`src/rtl/sha256_msg_padder.sv`:
```
// sha256_msg_padder
//   Accepts a byte stream (one message, big-endian byte order, in_last on
//   the final byte), builds the SHA-256 padded 512-bit blocks one byte per
//   cycle and hands each block to an external compression core with a
//   level-style start/ready handshake. After the final block the core's
//   chained state is captured as the digest and presented until accepted.
//
// Ports
//   clk, rst         rising-edge clock, synchronous active-high reset
//   in_valid/in_ready/in_data/in_last   byte input stream
//   blk_start        level request to the core (high in ISSUE and WAIT)
//   blk_data         padded block, byte 0 at [511:504]
//   blk_first        1 = core starts from the IV, 0 = core chains its state
//   core_ready       core completion level
//   core_hash        core chained state {H0..H7}
//   digest_valid/digest_ready/digest   final hash output
//
// state  | meaning
// -------+------------------------------------------------------------
// FILL   | accepting message bytes into the block buffer
// PAD80  | writing the 0x80 terminator byte
// PADZ   | writing zero fill bytes
// PADLEN | writing the 64-bit big-endian bit length at bytes 56..63
// ISSUE  | block requested, waiting for the core to drop core_ready
// WAIT   | core busy, waiting for core_ready to rise
// REL    | one cycle with blk_start low; resume or go to OUT
// OUT    | digest presented until digest_ready

module sha256_msg_padder (
  input  logic         clk,
  input  logic         rst,
  input  logic         in_valid,
  input  logic [7:0]   in_data,
  input  logic         in_last,
  output logic         in_ready,
  output logic         blk_start,
  output logic [511:0] blk_data,
  output logic         blk_first,
  input  logic         core_ready,
  input  logic [255:0] core_hash,
  output logic         digest_valid,
  output logic [255:0] digest,
  input  logic         digest_ready
);

  typedef enum logic [2:0] {
    FILL   = 3'd0,
    PAD80  = 3'd1,
    PADZ   = 3'd2,
    PADLEN = 3'd3,
    ISSUE  = 3'd4,
    WAIT   = 3'd5,
    REL    = 3'd6,
    OUT    = 3'd7
  } state_t;

  state_t         state;
  state_t         nxt_state;
  state_t         resume;
  state_t         nxt_resume;
  logic           fin;
  logic           nxt_fin;
  logic [5:0]     ptr;
  logic [31:0]    len;
  logic           first_pending;
  logic [255:0]   digest_q;
  logic [7:0]     blk_mem [64];

  logic           wr_en;
  logic [7:0]     wr_byte;
  logic [63:0]    len_bits;
  logic [63:0]    len_sh;

  // ptr is 56..63 in PADLEN, so ptr[2:0] is the length byte index (MSB first)
  assign len_bits = {29'b0, len, 3'b000};
  assign len_sh   = len_bits << {ptr[2:0], 3'b000};

  // state register
  always_ff @(posedge clk) begin
    if (rst) state <= FILL;
    else     state <= nxt_state;
  end

  // next-state logic
  always_comb begin
    nxt_state  = state;
    nxt_resume = resume;
    nxt_fin    = fin;
    case (state)
      FILL: begin
        if (in_valid) begin
          if (in_last) begin
            if (ptr == 6'd63) begin
              nxt_state  = ISSUE;
              nxt_resume = PAD80;
            end else begin
              nxt_state = PAD80;
            end
          end else if (ptr == 6'd63) begin
            nxt_state  = ISSUE;
            nxt_resume = FILL;
          end
        end
      end
      PAD80: begin
        if (ptr == 6'd63) begin
          nxt_state  = ISSUE;
          nxt_resume = PADZ;
        end else if (ptr == 6'd55) begin
          nxt_state = PADLEN;
        end else begin
          nxt_state = PADZ;
        end
      end
      PADZ: begin
        if (ptr == 6'd63) begin
          nxt_state  = ISSUE;
          nxt_resume = PADZ;
        end else if (ptr == 6'd55) begin
          nxt_state = PADLEN;
        end
      end
      PADLEN: begin
        if (ptr == 6'd63) begin
          nxt_state = ISSUE;
          nxt_fin   = 1'b1;
        end
      end
      ISSUE: if (!core_ready) nxt_state = WAIT;
      WAIT:  if (core_ready)  nxt_state = REL;
      REL:   nxt_state = fin ? OUT : resume;
      OUT: begin
        if (digest_ready) begin
          nxt_state = FILL;
          nxt_fin   = 1'b0;
        end
      end
      default: nxt_state = FILL;
    endcase
  end

  // output logic
  always_comb begin
    in_ready     = 1'b0;
    blk_start    = 1'b0;
    digest_valid = 1'b0;
    wr_en        = 1'b0;
    wr_byte      = 8'h00;
    case (state)
      FILL: begin
        in_ready = 1'b1;
        wr_en    = in_valid;
        wr_byte  = in_data;
      end
      PAD80: begin
        wr_en   = 1'b1;
        wr_byte = 8'h80;
      end
      PADZ: wr_en = 1'b1;
      PADLEN: begin
        wr_en   = 1'b1;
        wr_byte = len_sh[63:56];
      end
      ISSUE, WAIT: blk_start = 1'b1;
      OUT: digest_valid = 1'b1;
      default: ;
    endcase
  end

  // block buffer, counters and digest
  always_ff @(posedge clk) begin
    if (rst) begin
      ptr           <= '0;
      len           <= '0;
      fin           <= 1'b0;
      resume        <= FILL;
      first_pending <= 1'b1;
      digest_q      <= '0;
      for (int i = 0; i < 64; i++) blk_mem[i] <= '0;
    end else begin
      resume <= nxt_resume;
      fin    <= nxt_fin;
      if (wr_en) begin
        blk_mem[ptr] <= wr_byte;
        ptr          <= ptr + 6'd1;
      end
      if (state == FILL && in_valid) len <= len + 32'd1;
      if (state == REL) begin
        first_pending <= 1'b0;
        if (fin) digest_q <= core_hash;
      end
      if (state == OUT && digest_ready) begin
        len           <= '0;
        ptr           <= '0;
        first_pending <= 1'b1;
      end
    end
  end

  genvar g;
  generate
    for (g = 0; g < 64; g++) begin : g_pack
      assign blk_data[511-8*g -: 8] = blk_mem[g];
    end
  endgenerate

  assign blk_first = first_pending;
  assign digest    = digest_q;

endmodule

```
`config.mk`:
```
export PLATFORM = sky130hd
export DESIGN_NAME = sha256_msg_padder
export DESIGN_NICKNAME = d
export VERILOG_FILES = /design/src/rtl/sha256_msg_padder.sv
export SDC_FILE = /design/constraint.sdc
export NUM_CORES = 1
export LEC_CHECK = 0
export CAP_MARGIN = 0
export CORE_AREA = 2 2 403 405
export CTS_CLUSTER_SIZE = 14
export DETAILED_ROUTE_END_ITERATION = 10
export DIE_AREA = 0 0 405 407
export GPL_ROUTABILITY_DRIVEN = 0
export SLEW_MARGIN = 15
export SYNTH_ARGS = -nofsm -noshare
export SYNTH_HDL_FRONTEND = slang
export SYNTH_SLANG_ARGS = --single-unit
```
`constraint.sdc`:
```
create_clock -name clk -period 6.5 [get_ports clk]
set_input_delay 0.65 -clock clk [delete_from_list [all_inputs] [get_ports clk]]
set_output_delay 0.65 -clock clk [all_outputs]
set_load 0.05 [all_outputs]
```
==> flow_metrics.env, run 1 <==
export IMPL_synth_top_area_share=0.507
export IMPL_tns_ps=0
export IMPL_nets=3961
export IMPL_crit_required_ps=6820
export IMPL_worst_hold_path_type="input pin to flip-flop"
export IMPL_slew_violations=0
export IMPL_route_vias_total=25600
export IMPL_powerDensity_nw_per_um2=269
export IMPL_chipHeight_um=407
export IMPL_worstPathArrival_ps=3850
export IMPL_post_route_min_period_ps=3530
export IMPL_n_fill_cell=16600
export IMPL_grt_pass1_vias=24700
export IMPL_viasPerCell=4.32
export IMPL_synthCells=2714
export IMPL_routed_wl_mm=156
export IMPL_ctsLongestPathBuffers=3
export IMPL_endpoint_kind="flip-flop"
export IMPL_synth_warnings=0
export IMPL_outcome="complete, no violations"
export IMPL_synth_top_area_cell="edfxtp_1"
export IMPL_die_w_um=405
export IMPL_drt_iter0_markers=1990
export IMPL_num_io_pins=1042
export IMPL_tightest_slew_ps=1150
export IMPL_io_buffers=1041
export IMPL_grt_overflow=0
export IMPL_cts_max_level=3
export IMPL_drive_gt1_frac=0.0606
export IMPL_ys_types=66
export IMPL_fmax_ghz=0.284
export IMPL_rows=147
export IMPL_firstDrtPassIters=7
export IMPL_fin_ws_ps=2970
export IMPL_synth_edff_count=512
export IMPL_synthFlopType="edfxtp_1"
export IMPL_drc_errors=0
export IMPL_post_cts_setup_buffers=0
export IMPL_grt_max_degree=113
export IMPL_postSynthAreaPerCell_sq_um=11.2
export IMPL_antenna_found_initial=47
export IMPL_criticalPathCategory="flip-flop to flip-flop"
export IMPL_clk_pin_slew_ps=60
export IMPL_utilization=0.289
export IMPL_synth_area_sq_um=30300
export IMPL_numCtsBuffers=93
export IMPL_clk_insertion_delay_late_ps=710
export IMPL_pre_cts_ws_ps=2420
export IMPL_cts_sinks=813
export IMPL_irDropWorstVdd_mv=0.171
export IMPL_path_cells="or2_0 -> nor4b_2 -> buf_4 -> nand2_1 -> nand2b_1"
export IMPL_dieArea_sq_um=165000
export IMPL_slowest_delay_ps=910
export IMPL_tritoncts="done"
export IMPL_grtUsageTotal=0.181
export IMPL_synth_area_leaders="edfxtp_1 51%, dfxtp_1 20%, a21oi_1 7.7%, nand2_1 7.5%, nor2_1 3.5%"
export IMPL_area_growth_pct=52.7
export IMPL_synthArstFlopShare=0
export IMPL_final_cell_mix="1040 x clkdlybuf4s50_1, 606 x nand2_1, 512 x edfxtp_1, 469 x a21oi_1, 300 x dfxtp_1"
export IMPL_cap_violations=0
export IMPL_rsz0062_at_grt="false"
export IMPL_synth_seq_cells=813
export IMPL_total_power_mw=12.5
export IMPL_start_util=0.189
export IMPL_ctsResizeCount=0
export IMPL_post_drt_wl_per_cell_um=26.2
export IMPL_power_leakage_nw=15.2
export IMPL_ant_nets=0
export IMPL_mostFrequentLayoutCell="clkdlybuf4s50_1"
export IMPL_ctsHoldBuffers=0
export IMPL_root_buffer="clkbuf_16"
export IMPL_maxSlewHeadroom=0.231
export IMPL_hold_violations=0
export IMPL_syn_nets=2986
export IMPL_startpoint_type="flip-flop"
export IMPL_hpwl_mm=116
export IMPL_cp_max_fo=36
export IMPL_setup_viol=0
export IMPL_cp_slowest_cell="nor4b_2"
export IMPL_fin_worst_skew_ps=49.9
export IMPL_core_area_sq_um=160000
export IMPL_synth_seq_area_share=0.706
export IMPL_finalCritPeriodShare=0.543
export IMPL_grt_pass1_wl_mm=207
-- cells in the mapped netlist (all sizes together) (12+ instances only) --
cell    number
nand2      609
edfxtp     512
a21oi      469
dfxtp      301
nor2       284
clkbuf     146
nand2b      72
nor3        69
buf         62
nand3       17
nand4       15
nor4        12
-- critical path: cells and delay by family, from the launching register on --
kind,cells,cell delay (ps)
buf+inv,1,300
flops,1,530
simple gates,4,2290
-- sequential cells by signal, indices dropped and copies added, names as in the netlist --
register   cells
blk_mem      512
digest       256
len           32
ptr            6
state          3
resume         2
blk_first      1
fin            1
-- metrics by stage --
stage | area (sq um) | cells | hold WS, ps
6_report | 46300 | 5928 | 355
2_1_floorplan | 30300 | 2714 | 446
3_5_place_dp | 43200 | 5754 | 441
5_1_grt | 46300 | 5922 | 346
3_3_place_gp | 43200 | 5754 | 441
4_1_cts | 46300 | 5921 | 319
-- power by group --
part	total, mW	internal, mW	switching [mW]
registers	5.69	5.61	0.0798
logic	1.38	0.418	0.961
clock network	5.40	3.11	2.29
-- final cells by class --
type	count	area (sq um)	share of cell area
Antenna cell	7	17.5	0.000378
Tap cell	2160	2700	0.0584
Multi-Input combinational cell	1688	8210	0.177
Timing Repair Buffer	1088	10800	0.234
Clock inverter	56	643	0.0139
Sequential cell	813	21400	0.462
Inverter	5	18.8	0.000405
Clock buffer	111	2460	0.0531
-- worst paths after layout --
path / to / slack [ps] / from / cells past startpoint
hold / removal: digest[62] / 350 / rst / 2
hold reg to reg: digest[9] / 450 / digest[9] / 2
setup reg to reg: blk_mem[39][4] / 2970 / state[2] / 5
setup / recovery: blk_mem[39][4] / 2970 / state[2] / 5
-- per-layer routing --
metal | share of wire | GRT usage | wire length [um] | vias to the layer above
met4 | 0.035 | 0.0639 | 5380 | 50
met3 | 0.091 | 0.0568 | 14200 | 279
li1 | - | - | - | 11400
met2 | 0.50 | 0.321 | 78500 | 1362
met5 | 0.0021 | 0 | 324 | -
met1 | 0.37 | 0.202 | 57100 | 12500
-- cells by family (layout without fill, tap and decap cells) --
logic type      after synthesis  after routing  share of synthesized area
xor+xnor                     16             16                    0.00462
simple gates               1142           1142                      0.165
flops                       813            813                      0.706
buf+inv                     213           1260                     0.0284
other cells                   0              7                          0
fa+ha+maj                     2              2                   0.000825
compound gates              513            513                     0.0883
mux                          15             15                    0.00664
Note: power is estimated with default switching activity, not from simulation.
==> run 2, diff against run 1 <==
==> constraint.sdc (replaced) <==
create_clock -name clk -period 3.5 [get_ports clk]
set_input_delay 0.35 -clock clk [delete_from_list [all_inputs] [get_ports clk]]
set_output_delay 0.35 -clock clk [all_outputs]
set_load 0.05 [all_outputs]
==> run 2 against run 1 <==
Effect of this change: fmax increased by 14%; global-route usage increased by 0.14 points; worst hold slack got worse by 170 ps; final cell count is 0.78% higher; sequential share of layout area decreased by 0.35 points; via count grew 0.55%; combinational power rose by 90%; core utilization grew 0.22 points; clock skew shrank 17 ps; design area grew 0.76%; sequential power grew 86%; power increased by 83%; critical path type unchanged; largest cell class unchanged.
==> flow_metrics.env, run 2 (synthesized netlist as in run 1, its figures left out) <==
export IMPL_die_w_um=405
export IMPL_clkPwrFrac=0.422
export IMPL_io_buffers=1041
export IMPL_tightest_slew_ps=994
export IMPL_power_leakage_nw=15.4
export IMPL_rows=147
export IMPL_worstPathArrival_ps=3450
export IMPL_routed_wl_mm=158
export IMPL_grt_use_met3=0.0623
export IMPL_met1_usage=0.198
export IMPL_cts_max_level=3
export IMPL_numCtsBuffers=92
export IMPL_grtUsageTotal=0.182
export IMPL_post_cts_setup_buffers=0
export IMPL_multi_input_area_sq_um=8210
export IMPL_slew_violations=0
export IMPL_grt_max_degree=129
export IMPL_mostFrequentLayoutCell="clkdlybuf4s50_1"
export IMPL_clk_insertion_delay_late_ps=700
export IMPL_grtUsageMet2=0.324
export IMPL_criticalPathCategory="flip-flop to flip-flop"
export IMPL_clk_pin_slew_ps=70
export IMPL_nets=4006
export IMPL_tritoncts="done"
export IMPL_setup_viol=0
export IMPL_viasPerCell=4.31
export IMPL_chipHeight_um=407
export IMPL_cts_sinks=813
export IMPL_startpoint_type="flip-flop"
export IMPL_route_vias_total=25800
export IMPL_num_io_pins=1042
export IMPL_cp_max_fo=17
export IMPL_start_util=0.189
export IMPL_seqPwrFrac=0.463
export IMPL_ctsLongestPathBuffers=3
export IMPL_switching_share=0.270
export IMPL_ctsResizeCount=0
export IMPL_pre_cts_ws_ps=40.8
export IMPL_grt_overflow=0
export IMPL_n_fill_cell=16500
export IMPL_drc_errors=0
export IMPL_grt_pass1_vias=24700
export IMPL_ff_latch_area_sq_um=21400
export IMPL_endpoint_kind="flip-flop"
export IMPL_firstDrtPassIters=5
export IMPL_tns_ps=0
export IMPL_combPwrFrac=0.115
export IMPL_fmax_ghz=0.323
export IMPL_final_cell_mix="1040 x clkdlybuf4s50_1, 606 x nand2_1, 512 x edfxtp_1, 469 x a21oi_1, 300 x dfxtp_1"
export IMPL_holdPathStages=3
export IMPL_fin_worst_skew_ps=32.9
export IMPL_hpwl_mm=118
export IMPL_fin_ws_ps=400
export IMPL_cap_violations=0
export IMPL_root_buffer="clkbuf_16"
export IMPL_worst_hold_path_type="input pin to flip-flop"
export IMPL_grt_busiest_layer="met2"
export IMPL_drive_gt1_frac=0.0727
export IMPL_dieArea_sq_um=165000
export IMPL_powerDensity_nw_per_um2=489
export IMPL_maxSlewHeadroom=0.335
export IMPL_ant_nets=0
export IMPL_regMostFlops="blk_mem"
export IMPL_crit_required_ps=3850
export IMPL_rsz0062_at_grt="false"
export IMPL_irDropWorstVdd_mv=0.336
export IMPL_largest_reg_flops=512
export IMPL_hold_violations=0
export IMPL_r2r_worst_path_cells=6
export IMPL_outcome="complete, no violations"
export IMPL_grt_pass1_wl_mm=207
export IMPL_post_drt_wl_per_cell_um=26.4
export IMPL_drt_iter0_markers=2081
export IMPL_antenna_found_initial=43
export IMPL_core_area_sq_um=160000
export IMPL_intPower_mw=16.6
export IMPL_finalCritPeriodShare=0.886
export IMPL_post_route_min_period_ps=3100
export IMPL_switching_power_mw=6.17
export IMPL_area_growth_pct=53.8
run 2: through the flow:
step / std cells / total power, mW / hold slack, ps / cell area, sq um / util
finish: 5974 / 22.8 / 189 / 46600 / 0.291
CTS: 5970 / 23.1 / 111 / 46600 / 0.291
floorplan: 2714 / 12.0 / 446 / 30300 / -
detailed placement: 5799 / 13.4 / 446 / 43700 / 0.273
global placement: 5799 / 13.4 / 440 / 43700 / 0.273
global route: 5971 / 23.5 / 162 / 46600 / 0.291
run 2: what timing repair did:
item | in CTS | in global routing
hold buffers | 1 | 0
endpoints found under the hold margin | 13 | 0
setup endpoints to repair | 0 | 0
run 2: power by group through the flow:
stage                     registers [mW]  logic (mW)  clock network, mW
final                               10.6        2.62               9.63
after global routing                10.6        2.70               10.2
after CTS                           10.6        2.65               9.87
after detailed placement            10.8        2.64                  0
after global placement              10.8        2.64                  0
after floorplan                     11.6       0.466                  0
run 2: critical path, stage by stage, from the launching register on:
cell and delay (ps):
dfxtp_1 780, nor3_4 90, buf_4 240, nor4_4 680, buf_4 350, nand2_1 220, nand2b_1 370
run 2: final cells by class:
type,instances,share of cell area
well taps,2160,0.0579
inverters,5,0.000402
repair buffers,1134,0.243
multi-input cells,1688,0.176
diodes,4,0.000215
clock buffers,116,0.0528
flip-flops and latches,813,0.459
clock inverters,54,0.0106
run 2: worst paths after layout:
| path | from | slack [ps] | endpoint |
|---|---|---|---|
| hold reg to reg | blk_first | 450 | blk_first |
| setup reg to reg | state[0] | 400 | blk_mem[27][5] |
| hold / removal | core_hash[39] | 190 | digest[39] |
| setup / recovery | state[0] | 400 | blk_mem[27][5] |
run 2: layer usage:
metal | share of wire | vias up | wire (um)
met3 | 0.093 | 259 | 14600
met1 | 0.36 | 12600 | 56700
met2 | 0.51 | 1305 | 79900
met5 | 0.0028 | - | 437
li1 | - | 11500 | -
met4 | 0.037 | 68 | 5880
